===== src/rtl/display_scan_ctrl_if.sv =====
// Requester/display bundle for display_scan_ctrl: value/load/ack handshake plus scan outputs.
// Handshake: the requester raises load with value and holds both until ack, a one-cycle pulse.
interface display_scan_ctrl_if;
    logic [15:0] value;
    logic        load;
    logic        ack;
    logic [3:0]  nibble;
    logic [3:0]  an;
    logic        frame_tick;

    modport master (
        output value,
        output load,
        input  ack,
        input  nibble,
        input  an,
        input  frame_tick
    );

    modport slave (
        input  value,
        input  load,
        output ack,
        output nibble,
        output an,
        output frame_tick
    );
endinterface


===== src/rtl/display_scan_ctrl.sv =====
// Four-digit multiplexed hex display scanner with frame-aligned value updates.
// Optional macro LEAD_ZERO_BLANK_EN blanks leading zero digits (digit 0 is never blanked).
module display_scan_ctrl #(
    parameter int unsigned DIV = 50000
) (
    input  logic                 clk,
    input  logic                 rst,
    display_scan_ctrl_if.slave   bus,
    output logic [1:0]           state_o
);

    localparam int unsigned     CW      = (DIV > 1) ? $clog2(DIV) : 1;
    localparam logic [CW-1:0]   CNT_MAX = CW'(DIV - 1);

    typedef enum logic [1:0] {
        SCAN = 2'd0,
        PEND = 2'd1,
        ACK  = 2'd2
    } state_t;

    state_t        state_q, state_d;
    logic [CW-1:0] cnt_q, cnt_d;
    logic [1:0]    idx_q, idx_d;
    logic [15:0]   shadow_q, shadow_d;
    logic [15:0]   staging_q, staging_d;
    logic          tick_q, tick_d;

    logic          slot_end;
    logic          frame_end;
    logic          blank;
    logic [3:0]    nibble_sel;

    // Slot timing: cnt counts clk cycles within a slot, idx selects the digit.
    always_comb begin
        slot_end  = (cnt_q == CNT_MAX);
        frame_end = slot_end && (idx_q == 2'd3);
        cnt_d     = slot_end ? '0 : cnt_q + 1'b1;
        idx_d     = slot_end ? idx_q + 2'd1 : idx_q;
        tick_d    = frame_end;
    end

    always_comb begin
        state_d   = state_q;
        staging_d = staging_q;
        shadow_d  = shadow_q;
        case (state_q)
            SCAN: begin
                if (bus.load) begin
                    staging_d = bus.value;
                    state_d   = PEND;
                end
            end
            PEND: begin
                // Commit only on a frame boundary so a frame never mixes old and new digits.
                if (frame_end) begin
                    shadow_d = staging_q;
                    state_d  = ACK;
                end
            end
            ACK: begin
                state_d = SCAN;
            end
            default: begin
                state_d = SCAN;
            end
        endcase
    end

    always_ff @(posedge clk or posedge rst) begin
        if (rst) begin
            state_q   <= SCAN;
            cnt_q     <= '0;
            idx_q     <= 2'd0;
            shadow_q  <= 16'h0000;
            staging_q <= 16'h0000;
            tick_q    <= 1'b0;
        end else begin
            state_q   <= state_d;
            cnt_q     <= cnt_d;
            idx_q     <= idx_d;
            shadow_q  <= shadow_d;
            staging_q <= staging_d;
            tick_q    <= tick_d;
        end
    end

    always_comb begin
        nibble_sel = 4'h0;
        case (idx_q)
            2'd0:    nibble_sel = shadow_q[3:0];
            2'd1:    nibble_sel = shadow_q[7:4];
            2'd2:    nibble_sel = shadow_q[11:8];
            default: nibble_sel = shadow_q[15:12];
        endcase
    end

`ifdef LEAD_ZERO_BLANK_EN
    // A slot is blank when its digit and every more significant digit are zero.
    always_comb begin
        blank = 1'b0;
        case (idx_q)
            2'd1:    blank = (shadow_q[15:4]  == 12'h000);
            2'd2:    blank = (shadow_q[15:8]  == 8'h00);
            2'd3:    blank = (shadow_q[15:12] == 4'h0);
            default: blank = 1'b0;
        endcase
    end
`else
    assign blank = 1'b0;
`endif

    assign bus.nibble     = nibble_sel;
    assign bus.an         = blank ? 4'b1111 : ~(4'b0001 << idx_q);
    assign bus.ack        = (state_q == ACK);
    assign bus.frame_tick = tick_q;
    assign state_o        = state_q;

endmodule


===== src/flat_wrapper.sv =====
// flat-port wrapper written by rule: the top's interface ports become plain ports
module display_scan_ctrl_flat 
#(
    parameter int unsigned DIV = 50000
)
  (clk, rst, state_o, bus_value, bus_load, bus_ack, bus_nibble, bus_an, bus_frame_tick);
  display_scan_ctrl_if bus_i ();
  input  logic clk;
  input  logic rst;
  output logic [1:0] state_o;
  input wire logic [$bits(bus_i.value)-1:0] bus_value;
  input wire logic [$bits(bus_i.load)-1:0] bus_load;
  output wire logic [$bits(bus_i.ack)-1:0] bus_ack;
  output wire logic [$bits(bus_i.nibble)-1:0] bus_nibble;
  output wire logic [$bits(bus_i.an)-1:0] bus_an;
  output wire logic [$bits(bus_i.frame_tick)-1:0] bus_frame_tick;
  assign bus_i.value = bus_value;
  assign bus_i.load = bus_load;
  assign bus_ack = bus_i.ack;
  assign bus_nibble = bus_i.nibble;
  assign bus_an = bus_i.an;
  assign bus_frame_tick = bus_i.frame_tick;
  display_scan_ctrl #(.DIV(DIV)) u_core (.clk(clk), .rst(rst), .bus(bus_i), .state_o(state_o));
endmodule

===== config.mk =====
export PLATFORM = sky130hd
export DESIGN_NAME = display_scan_ctrl_flat
export DESIGN_NICKNAME = d
export VERILOG_FILES = /design/src/rtl/display_scan_ctrl_if.sv /design/src/rtl/display_scan_ctrl.sv /design/src/flat_wrapper.sv
export SDC_FILE = /design/constraint.sdc
export NUM_CORES = 1
export LEC_CHECK = 0
export BUFFER_PORTS_ARGS = -buffer_cell sky130_fd_sc_hd__buf_4
export CORE_UTILIZATION = 57
export CTS_CLUSTER_SIZE = 16
export DETAILED_ROUTE_END_ITERATION = 6
export PLACE_DENSITY = 0.79
export SYNTH_ARGS = -nofsm -noshare
export SYNTH_HDL_FRONTEND = slang
export SYNTH_SLANG_ARGS = --single-unit

===== constraint.sdc =====
create_clock -name clk -period 2.35 [get_ports clk]
set_input_delay 0.47 -clock clk [delete_from_list [all_inputs] [get_ports clk]]
set_output_delay 0.47 -clock clk [all_outputs]
set_load 0.01 [all_outputs]

==> metrics.md <==
| Metric | Value |
|---|---|
| PwrDens | 574 nW/um2 |
| CTS tree | yes |
| # DRC | 0 |
| CTS max path bufs | 2 |
| Total grt overflow | 0 |
| Crit path DAT | 1.73 ns |
| Critical Path Max Stage Delay | 0.41 ns |
| Async S/R FF share, synth | 100% |
| First-pass GRT wire length | 6580 um |
| Post-Synthesis Cells | 176 |
| Num rows | 23 |
| Yosys reg bits | 53 |
| Fin util | 69.2% |
| Port Buffers | 30 |
| Final setup violation count | 0 |
| CTS clk-pin slew, worst paths | 0.09 ns |
| Max-cap violations | 0 |
| Gate power share | 3.6% |
| Vias in the first global route | 1353 |
| Synth Cell Area | 2370 um2 |
| Synthesis warning total | 0 |
| Synthesized area per cell | 13.5 um2 |
| Placer Congestion | 0.842 |
| CTS Hold Bufs | 0 |
| WL final | 3930 um |
| CP max stage cell | dfrtp_1 |
| Placed instance area | 2660 um2 |
| Via count | 1443 |
| Clk pwr share | 37.8% |
| Die W | 66.5 um |
| Routed WL per cell | 15.1 um |
| Die Y | 66.5 um |
| RSZ-0062 raised after global routing | no |
| Worst vdd ir | 490 uV |
| Antenna diodes | 0 |
| Final period utilization | 93.5% |
| Most common cell after layout, fill and taps aside | dfrtp_1 |
| Setup ws final | 0.154 ns |
| Switching power | 0.313 mW |
| Setup_tns | 0 ns |
| Ports | 31 |
| Critical Path Fanout Max | 5 |
| Internal power | 1.28 mW |
| Final min period | 2.20 ns |
| Reg2Reg Depth | 6 |
| Worst-Margin Slew | 0.649 ns |
| DP Worst Slack | 0.194 ns |
| HPWL after detailed placement | 2830 um |
| # fillers | 296 |
| Peak Freq | 455 MHz |
| Top_reg_cell synth | dfrtp_1 |
| Synthesized Nets | 201 |
| Clk sinks | 53 |
| DR pass1 iterations | 4 |
| DIE AREA | 4420 um2 |
| Pin count of the biggest net entering global routing | 32 |
| Setup Buffers After CTS | 0 |
| Status | finished, final reports clean |
| Clock root cell | clkbuf_8 |
| Commonest non-fill, non-tap cells in the layout | 53 x dfrtp_1, 31 x buf_4, 23 x mux2_2, 11 x inv_1, 9 x mux2_4 |
| Worst EP required | 1.88 ns |
| Antenna violations before repair | 0 |
| RR Endpoint | u_core.shadow_q[10] |
| Layout Skew | 0.00825 ns |
| Drt via density | 5.53 |
| Initial Util | 59.3% |
| Post-CTS sizing | 0 |
| Worst skew pair latency | 0.30 ns |
| Cell area after layout | 2770 um2 |
| Nature of the critical path endpoint | output pin |
| Slew HR | 56.7% |
| GRT Total Usage | 20.5% |
| Reg-to-Reg Start | u_core.cnt_q[0] |
| Fraction of layout cells with a size suffix above 1 | 36.5% |
| Slew Limit Fails | 0 |
| Fin. Hold Viols | 0 |
| Sequential share of the synthesized area | 55.9% |
| Routed Antenna Nets | 0 |
| Switching Fraction | 19.7% |
| EDFF count, synth | 0 |
| Total core area | 4000 um2 |
| Distinct cells, synth | 35 |
| Setup crit start kind | register |
| H-tree levels | 2 |
| Sequential Power Share | 58.6% |
| Iteration-0 DRC Markers | 115 |
| Cells along the critical path | inv_1 -> ha_1 -> a222oi_1 -> mux2i_1 -> buf_4 |
| Final net count | 235 |
| CTS Buf Count | 5 |
| Flop-to-flop setup slack | 0.21 ns |
| Setup CP Type | reg -> out |
| Leakage | 1.31 nW |
| Synth-to-layout area growth | 16.7% |
| Hold WC Path Type | in -> async |
## kinds of logic after synthesis
logic type / count (synthesis) / share of synthesized area, %
compound gates: 9 / 2.95
simple gates: 41 / 10.9
mux: 36 / 18.3
fa+ha+maj: 6 / 3.16
xor+xnor: 13 / 4.80
buf+inv: 18 / 4.01
flops: 53 / 55.9
## worst max-delay path, delay by kind of cell, from the launching register on
kind                       cells  cell delay [ns]
AOI/OAI and AO/OA              1             0.32
adders and majority gates      1             0.27
buffers and inverters          2             0.27
DFF                            1             0.41
muxes                          1             0.16
## routing by layer
layer | wire length (um) | track usage, % | up-vias | part of all wire (%)
met4 | 60 | 7.98 | 0 | 1.5
met5 | 0 | 0 | - | 0
met3 | 172 | 5.14 | 5 | 4.4
met2 | 1890 | 30.9 | 40 | 48
li1 | - | - | 677 | -
met1 | 1820 | 28.6 | 721 | 46
## cell type report
type | instances | area [um2] | area share [%]
clock buffer | 6 | 72.6 | 2.62
clock inverter | 2 | 38.8 | 1.40
inverter | 12 | 45.0 | 1.63
multi-input combinational | 105 | 951 | 34.3
sequential | 53 | 1330 | 47.9
tap | 50 | 62.6 | 2.26
timing repair buffer | 33 | 273 | 9.85
## power by group through the flow
stage                     logic [mW]  registers, mW  clock network (mW)
after floorplan               0.0262          0.948                   0
after global placement        0.0560          0.950                   0
after detailed placement      0.0586          0.951                   0
after CTS                     0.0588          0.933               0.619
after global routing          0.0640          0.934               0.655
final                         0.0566          0.932               0.601
## how the worst max path moves through the flow
| stage | end | start |
|---|---|---|
| after floorplan | u_core.shadow_q[0] | u_core.cnt_q[0] |
| after global placement | u_core.shadow_q[10] | u_core.cnt_q[0] |
| after detailed placement | u_core.shadow_q[10] | u_core.cnt_q[0] |
| after CTS | bus_nibble[0] | u_core.idx_q[0] |
| after global routing | bus_nibble[1] | u_core.idx_q[0] |
| final | bus_nibble[0] | u_core.idx_q[0] |
## synthesized netlist by cell type, types with 2 or more instances
master | number | area [um2]
a222oi_1 | 4 | 40.0
and2_1 | 3 | 18.8
and4_1 | 2 | 17.5
and4_4 | 2 | 22.5
buf_2 | 3 | 15.0
dfrtp_1 | 53 | 1330
ha_1 | 6 | 75.1
inv_1 | 12 | 45.0
mux2_2 | 23 | 259
mux2_4 | 9 | 135
mux2i_1 | 4 | 40.0
nand2_1 | 5 | 18.8
nand3_1 | 5 | 25.0
nand4_1 | 3 | 18.8
nor2_1 | 8 | 30.0
nor2b_1 | 3 | 18.8
o21ai_0 | 2 | 10.0
xnor2_1 | 6 | 52.6
xor2_1 | 7 | 61.3
## state kept, by name, indices dropped and copies added (netlist names)
signal	flops
u_core.cnt_q	16
u_core.shadow_q	16
u_core.staging_q	16
u_core.idx_q	2
u_core.state_o	2
u_core.bus.frame_tick	1
## per-stage QoR
step,power [mW],cells,hold WS [ns]
floorplan,0.974,176,0.448
global placement,1.01,253,0.459
detailed placement,1.01,253,0.490
CTS,1.61,261,0.274
global route,1.65,261,0.314
finish,1.59,261,0.257
Power figures use the tool's default switching activity.
